**config.mk**
```make
export PLATFORM = sky130hd
export DESIGN_NAME = reg_file_stage_flat
export DESIGN_NICKNAME = d
export VERILOG_FILES = /design/src/rtl/coa_ctrl_pkg.sv /design/src/rtl/reg_file_stage_if.sv /design/src/rtl/reg_array.sv /design/src/rtl/reg_file_stage.sv /design/src/flat_wrapper.sv
export SDC_FILE = /design/constraint.sdc
export NUM_CORES = 2
export LEC_CHECK = 0
export CAP_MARGIN = 20
export CORE_ASPECT_RATIO = 1.25
export CORE_UTILIZATION = 48
export CTS_BUF_LIST = sky130_fd_sc_hd__clkbuf_8
export CTS_CLUSTER_SIZE = 28
export DETAILED_ROUTE_END_ITERATION = 8
export GPL_TIMING_DRIVEN = 0
export PLACE_DENSITY = 0.66
export SYNTH_ARGS = -nofsm -noshare
export SYNTH_HDL_FRONTEND = slang
export SYNTH_SLANG_ARGS = --single-unit
```
**constraint.sdc**
```tcl
create_clock -name clk -period 36 [get_ports clk]
set_input_delay 3.6 -clock clk [delete_from_list [all_inputs] [get_ports clk]]
set_output_delay 3.6 -clock clk [all_outputs]
set_load 0.02 [all_outputs]
```
**src/rtl/coa_ctrl_pkg.sv**
```systemverilog
// Shared controller definitions: control-word bit positions, REGDST encodings and
// instruction field ranges used by the register-file stage.
package coa_ctrl_pkg;

  localparam int CTRL_W    = 22;
  localparam int DEF_DW    = 32;
  localparam int DEF_NREG  = 32;

  localparam int REGWRITE  = 13;
  localparam int REGDST_HI = 12;
  localparam int REGDST_LO = 11;
  localparam int REGINSRC  = 10;
  localparam int DREGSEL1  = 9;
  localparam int DREGSEL0  = 8;

  localparam int RS_HI = 25;
  localparam int RS_LO = 21;
  localparam int RT_HI = 20;
  localparam int RT_LO = 16;
  localparam int RD_HI = 15;
  localparam int RD_LO = 11;
  localparam int RI_HI = 10;
  localparam int RI_LO = 6;

  localparam int LINK_REG = 31;

  typedef enum logic [1:0] {
    RD_RT  = 2'b00,
    RD_RD  = 2'b01,
    RD_R31 = 2'b10,
    RD_RI  = 2'b11
  } regdst_e;

endpackage

```
**src/rtl/reg_file_stage_if.sv**
```systemverilog
// Bus between the controller/datapath and the register-file stage.
// With REGFILE_DBG_PORT_EN defined the bus also carries the debug read port.
interface reg_file_stage_if #(
  parameter int DW = 32
);
  logic [21:0]   ctrl_in;
  logic [31:0]   instr;
  logic [DW-1:0] alu_res;
  logic [DW-1:0] mem_rdata;
  logic [DW-1:0] x_q;
  logic [DW-1:0] y_q;
  logic [DW-1:0] data_q;
  logic [4:0]    wb_addr;

`ifdef REGFILE_DBG_PORT_EN
  logic [4:0]    dbg_addr;
  logic [DW-1:0] dbg_data;

  modport master (
    output ctrl_in, instr, alu_res, mem_rdata, dbg_addr,
    input  x_q, y_q, data_q, wb_addr, dbg_data
  );
  modport slave (
    input  ctrl_in, instr, alu_res, mem_rdata, dbg_addr,
    output x_q, y_q, data_q, wb_addr, dbg_data
  );
`else
  modport master (
    output ctrl_in, instr, alu_res, mem_rdata,
    input  x_q, y_q, data_q, wb_addr
  );
  modport slave (
    input  ctrl_in, instr, alu_res, mem_rdata,
    output x_q, y_q, data_q, wb_addr
  );
`endif

endinterface

```
**src/rtl/reg_array.sv**
```systemverilog
// NREG x DW register array: two async read ports, one sync write port, r0 hardwired
// to zero, async clear. REGFILE_DBG_PORT_EN adds a third async read port.
module reg_array #(
  parameter int DW   = 32,
  parameter int NREG = 32,
  parameter int AW   = $clog2(NREG)
) (
  input  logic          clk,
  input  logic          reset,
  input  logic [AW-1:0] raddrA,
  output logic [DW-1:0] rdataA,
  input  logic [AW-1:0] raddrB,
  output logic [DW-1:0] rdataB,
`ifdef REGFILE_DBG_PORT_EN
  input  logic [AW-1:0] raddrC,
  output logic [DW-1:0] rdataC,
`endif
  input  logic          we,
  input  logic [AW-1:0] waddr,
  input  logic [DW-1:0] wdata
);

  logic [DW-1:0] regs [NREG];

  // Entry 0 is only ever cleared; reads of address 0 are forced to zero below.
  always_ff @(posedge clk or posedge reset) begin
    if (reset) begin
      for (int i = 0; i < NREG; i++) regs[i] <= '0;
    end else if (we && (waddr != '0)) begin
      regs[waddr] <= wdata;
    end
  end

  assign rdataA = (raddrA == '0) ? '0 : regs[raddrA];
  assign rdataB = (raddrB == '0) ? '0 : regs[raddrB];
`ifdef REGFILE_DBG_PORT_EN
  assign rdataC = (raddrC == '0) ? '0 : regs[raddrC];
`endif

endmodule

```
**src/rtl/reg_file_stage.sv**
```systemverilog
// Register-file stage: operand/write-back address muxing, write-first bypass and the
// x/y/data latches. REGFILE_DBG_PORT_EN exposes a bypass-free debug read of the array.
module reg_file_stage
  import coa_ctrl_pkg::*;
#(
  parameter int DW   = DEF_DW,
  parameter int NREG = DEF_NREG
) (
  input logic             clk,
  input logic             reset,
  reg_file_stage_if.slave bus
);

  localparam int AW = $clog2(NREG);

  logic [AW-1:0] rs, rt, rd, ri;
  logic [AW-1:0] xAddr, yAddr, wbAddr;
  logic [DW-1:0] wbData, xRead, yRead, xNext, yNext;
  logic [DW-1:0] xQ, yQ, dataQ;
  logic          wbEn;
  regdst_e       regDst;
  logic          unusedBits;

  assign rs = bus.instr[RS_HI:RS_LO];
  assign rt = bus.instr[RT_HI:RT_LO];
  assign rd = bus.instr[RD_HI:RD_LO];
  assign ri = bus.instr[RI_HI:RI_LO];

  assign unusedBits = ^{bus.ctrl_in[21:14], bus.ctrl_in[7:0], bus.instr[31:26], bus.instr[5:0]};

  assign xAddr  = bus.ctrl_in[DREGSEL0] ? rd : rs;
  assign yAddr  = bus.ctrl_in[DREGSEL1] ? ri : rt;
  assign regDst = regdst_e'(bus.ctrl_in[REGDST_HI:REGDST_LO]);

  always_comb begin
    wbAddr = rt;
    case (regDst)
      RD_RT:   wbAddr = rt;
      RD_RD:   wbAddr = rd;
      RD_R31:  wbAddr = AW'(LINK_REG);
      RD_RI:   wbAddr = ri;
      default: wbAddr = rt;
    endcase
  end

  // Write-back from the memory data register reads the value latched on the previous edge.
  assign wbData = bus.ctrl_in[REGINSRC] ? bus.alu_res : dataQ;
  assign wbEn   = bus.ctrl_in[REGWRITE] && (wbAddr != '0);

  reg_array #(.DW(DW), .NREG(NREG), .AW(AW)) u_array (
    .clk    (clk),
    .reset  (reset),
    .raddrA (xAddr),
    .rdataA (xRead),
    .raddrB (yAddr),
    .rdataB (yRead),
`ifdef REGFILE_DBG_PORT_EN
    .raddrC (bus.dbg_addr),
    .rdataC (bus.dbg_data),
`endif
    .we     (wbEn),
    .waddr  (wbAddr),
    .wdata  (wbData)
  );

  // wbEn already excludes r0, so a matching address here is always nonzero.
  assign xNext = (wbEn && (wbAddr == xAddr)) ? wbData : xRead;
  assign yNext = (wbEn && (wbAddr == yAddr)) ? wbData : yRead;

  always_ff @(posedge clk or posedge reset) begin
    if (reset) begin
      xQ    <= '0;
      yQ    <= '0;
      dataQ <= '0;
    end else begin
      xQ    <= xNext;
      yQ    <= yNext;
      dataQ <= bus.mem_rdata;
    end
  end

  assign bus.x_q     = xQ;
  assign bus.y_q     = yQ;
  assign bus.data_q  = dataQ;
  assign bus.wb_addr = 5'(wbAddr);

endmodule

```
**src/flat_wrapper.sv**
```systemverilog
// flat-port wrapper written by rule: the top's interface ports become plain ports
module reg_file_stage_flat import coa_ctrl_pkg::*;
#(
  parameter int DW   = DEF_DW,
  parameter int NREG = DEF_NREG
)
  (clk, reset, bus_ctrl_in, bus_instr, bus_alu_res, bus_mem_rdata, bus_x_q, bus_y_q, bus_data_q, bus_wb_addr);
  reg_file_stage_if #(.DW(DW)) bus_i ();
  input logic clk;
  input logic reset;
  input wire logic [$bits(bus_i.ctrl_in)-1:0] bus_ctrl_in;
  input wire logic [$bits(bus_i.instr)-1:0] bus_instr;
  input wire logic [$bits(bus_i.alu_res)-1:0] bus_alu_res;
  input wire logic [$bits(bus_i.mem_rdata)-1:0] bus_mem_rdata;
  output wire logic [$bits(bus_i.x_q)-1:0] bus_x_q;
  output wire logic [$bits(bus_i.y_q)-1:0] bus_y_q;
  output wire logic [$bits(bus_i.data_q)-1:0] bus_data_q;
  output wire logic [$bits(bus_i.wb_addr)-1:0] bus_wb_addr;
  assign bus_i.ctrl_in = bus_ctrl_in;
  assign bus_i.instr = bus_instr;
  assign bus_i.alu_res = bus_alu_res;
  assign bus_i.mem_rdata = bus_mem_rdata;
  assign bus_x_q = bus_i.x_q;
  assign bus_y_q = bus_i.y_q;
  assign bus_data_q = bus_i.data_q;
  assign bus_wb_addr = bus_i.wb_addr;
  reg_file_stage #(.DW(DW), .NREG(NREG)) u_core (.clk(clk), .reset(reset), .bus(bus_i));
endmodule
```
==> impl_metrics.csv <==
group,metric,value,unit
yosys,synth_top_area_share,48.0,%
setup_path,crit_arrival,6.28,ns
floorplanning,die-area,123000,µm²
setup_path,cp-end-kind,"output port",
pwr,power_density,65.3,nW/µm²
clock_tree,postCtsSetupBuffers,0,
timing,max_slew_margin,7.15,%
layout,drive_above_1_share,12.0,%
clock_tree,clk_transition_reported_paths,0.06,ns
yosys,synthAdderAreaFrac,0,%
grt,grt_max_degree,122,
worst_hold_path,holdPathEnd,"u_core.u_array.regs[1004]",
yosys,synth_area,58300,µm²
clock_tree,cts_sinks,1120,
yosys,synth.distinct_cells,73,
timing,fin_crit,9.88,ns
floorplanning,design.core.area,120000,µm²
setup_path,path_max_fanout,10,
grt,grt_pass1_vias,57226,
floorplanning,dieHeight,392,µm
placed_design,dpl.hpwl,241,mm
run_status,status,"complete, but fails checks",
setup_path,timing.rr.start,"u_core.u_array.regs[679]",
pwr,p_int,2.72,mW
pwr,p_sw_share,38.6,%
yosys,synth_xor_area_share,0.165,%
routing,vias,62399,
floorplanning,io_pins,221,
pwr,seqPwrFrac,43.8,%
yosys,synth-seq-area-share,48.0,%
yosys,synth_mux_area_share,7.55,%
floorplanning,die_w,314,µm
pwr,clkPwrFrac,27.5,%
timing,finalCritPeriodShare,27.4,%
worst_hold_path,holdPathStages,1,
yosys,synthCells,6659,
pwr,pwr-share-comb,28.7,%
yosys,synth_compound_area_share,21.9,%
yosys,synth_ff_type,"dfrtp_1",
yosys,yosys-top-cells-count,"nand2_1 (1516), dfrtp_1 (1120), a21oi_1 (700)",
yosys,synth-edff-count,0,
clock_tree,numCtsBuffers,185,
placed_design,portBuffers,184,
routing,dr.pass1.iters,9,
yosys,synth.area.top_cells,"dfrtp_1 (48%), nand2_1 (9.8%), a21oi_1 (6.0%)",
routing,drtAntennaViolNets,0,
floorplanning,rows,142,
grt,antenna_found_initial,32,
timing,grt_setup_unrepaired,"false",
timing,hold_violations,0,
timing,skew,0.0478,ns
placed_design,placed_area,63400,µm²
routing,remaining_drc_errors,4,
clock_tree,cts_tree,"yes",
routing,via_per_inst,7.00,
setup_path,r2r-end,"u_core.bus.x_q[7]",
pwr,p_leak,28.8,nW
clock_tree,cts-root-buf,"clkbuf_8",
flow_run,max_cap_violations,0,
grt,grt_usage,53.6,%
yosys,mappedNetlistNets,6779,
yosys,yosys.area_share.simple,16.9,%
yosys,ys_ff_latch,1120,
yosys,yosysWarnings,0,
clock_tree,htreeDepth,4,
timing,fin_setup_tns,0,ns
layout,finalNonFillerCells,8910,
worst_hold_path,hold_class,"register to register",
timing,final-setup-viol-count,0,
yosys,synth.most_common_cell,"nand2_1",
timing,tightestPinTransition,1.39,ns
layout,nets,7263,
grt,overflow,0,
timing,slew_violations,0,
setup_path,criticalPathCategory,"primary input to output port",
grt,grt_pass1_wl,453,mm
layout,area_growth,16.2,%
clock_tree,cts.repair.resized,0,
setup_path,r2r_slack,32.92,ns
setup_path,required,32.40,ns
yosys,synth_top_family_by_area,"compound AO/OA/AOI/OAI gates",
layout,final_core_utilization,56.4,%
pwr,p_switching,1.71,mW
yosys,async_flop_share,100,%
pwr,vdd_drop_max,0.0441,mV
layout,final_area,67800,µm²
placed_design,gp_congestion,1.11,
clock_tree,cts_max_path_buffers,3,
placed_design,dp_cells,8509,
yosys,yosysTopAreaCell,"dfrtp_1",
routing,wl_per_cell,37.4,µm
clock_tree,cts_hold_buf,0,
floorplanning,initial_core_util,48.5,%
timing,max_freq,0.101,GHz
yosys,synth.avg_cell_area,8.76,µm²
setup_path,r2r_cells,5,
worst_hold_path,hp-start,"u_core.u_array.regs[1004]",
routing,drt_wl_total,333,mm
routing,drtIter0Drc,10808,
setup_path,crit_path_start_kind,"primary input",
run_status,violations,"DRC",
clock_tree,insertion_delay,1.01,ns
-- worst max-delay path by stage --
stage               slack (ns)                     to       startpoint  cells after the start
floorplan                 0.86   u_core.bus.data_q[0]            reset                      1
global route             26.23         bus_wb_addr[3]  bus_ctrl_in[11]                      5
finish                   26.12         bus_wb_addr[2]  bus_ctrl_in[11]                      5
global placement        -13.37  u_core.bus.data_q[22]            reset                      2
detailed placement       26.26         bus_wb_addr[2]  bus_ctrl_in[11]                      5
CTS                      26.26         bus_wb_addr[2]  bus_ctrl_in[11]                      5
-- power by group through the flow --
| stage | Sequential (mW) | Combinational, mW | Clock (mW) |
|---|---|---|---|
| global placement | 1.93 | 1.13 | 0 |
| global route | 1.96 | 1.33 | 1.26 |
| detailed placement | 1.93 | 1.19 | 0 |
| CTS | 1.91 | 1.19 | 1.21 |
| floorplan | 1.85 | 0.720 | 0 |
| finish | 1.94 | 1.27 | 1.22 |
-- cell type report --
type,instances,area (µm²)
multi-input cells,4842,27400
plain buffers,680,3120
well taps,1584,1980
fillers,11189,52500
flip-flops and latches,1120,28000
inverters,17,71.3
diodes,39,97.6
clock buffers,240,3300
clock inverters,91,594
repair buffers,297,3180
-- kinds of logic after synthesis --
| kind of cell | Yosys count |
|---|---|
| AND/OR/NAND/NOR | 2465 |
| buffers and inverters | 697 |
| multiplexers | 282 |
| AO/OA/AOI/OAI | 2084 |
| XOR/XNOR | 11 |
| flip-flops | 1120 |
-- layer usage --
| layer | up-vias | GRT usage, % | routed length, µm |
|---|---|---|---|
| li1 | 24451 | - | - |
| met1 | 30145 | 61.3 | 109000 |
| met2 | 5955 | 72.9 | 133000 |
| met3 | 1834 | 23.7 | 49200 |
| met4 | 14 | 53.3 | 41700 |
| met5 | - | 1.56 | 347 |
-- flip-flops by register name (all words and copies together) (netlist names) --
register and count:
u_core.bus.y_q 32, u_core.bus.data_q 32, u_core.bus.x_q 32, u_core.u_array.regs 1024
-- cell usage in the layout, fill, tap and decap left out, types with 39 or more instances in the layout --
master / netlist / routed
a2111oi_0: 101 / 49
a21oi_1: 700 / 700
a21oi_2: 107 / 107
a31oi_1: 57 / 55
a32oi_1: 40 / 40
buf_1: 36 / 49
buf_2: 134 / 156
buf_6: 42 / 50
clkbuf_1: 448 / 447
clkbuf_8: 0 / 241
clkdlybuf4s50_1: 0 / 184
dfrtp_1: 1120 / 1120
diode_2: 0 / 39
inv_1: 12 / 69
mux2i_1: 145 / 144
mux4_2: 119 / 119
nand2_1: 1516 / 1516
nand3_1: 200 / 200
nor2_1: 649 / 649
o2111ai_1: 62 / 62
o21ai_0: 689 / 687
o22ai_1: 70 / 70
o2bb2ai_1: 59 / 59
o32ai_1: 42 / 42
-- worst max-delay path, stage by stage --
cell and delay (ns):
clkdlybuf4s50_1 0.68, mux2_2 0.39, o22ai_2 0.63, inv_2 0.32
clkdlybuf4s50_1 0.63
-- metrics by stage --
| stage | worst slack (ns) | hold WS [ns] | power [mW] |
|---|---|---|---|
| floorplan | 0.862 | 0.445 | 2.57 |
| global placement | -13.37 | 0.460 | 3.06 |
| detailed placement | 26.26 | 0.469 | 3.12 |
| CTS | 26.26 | 0.482 | 4.31 |
| global route | 26.23 | 0.501 | 4.55 |
| finish | 26.12 | 0.480 | 4.42 |
Note: power is estimated with default switching activity, not from simulation.
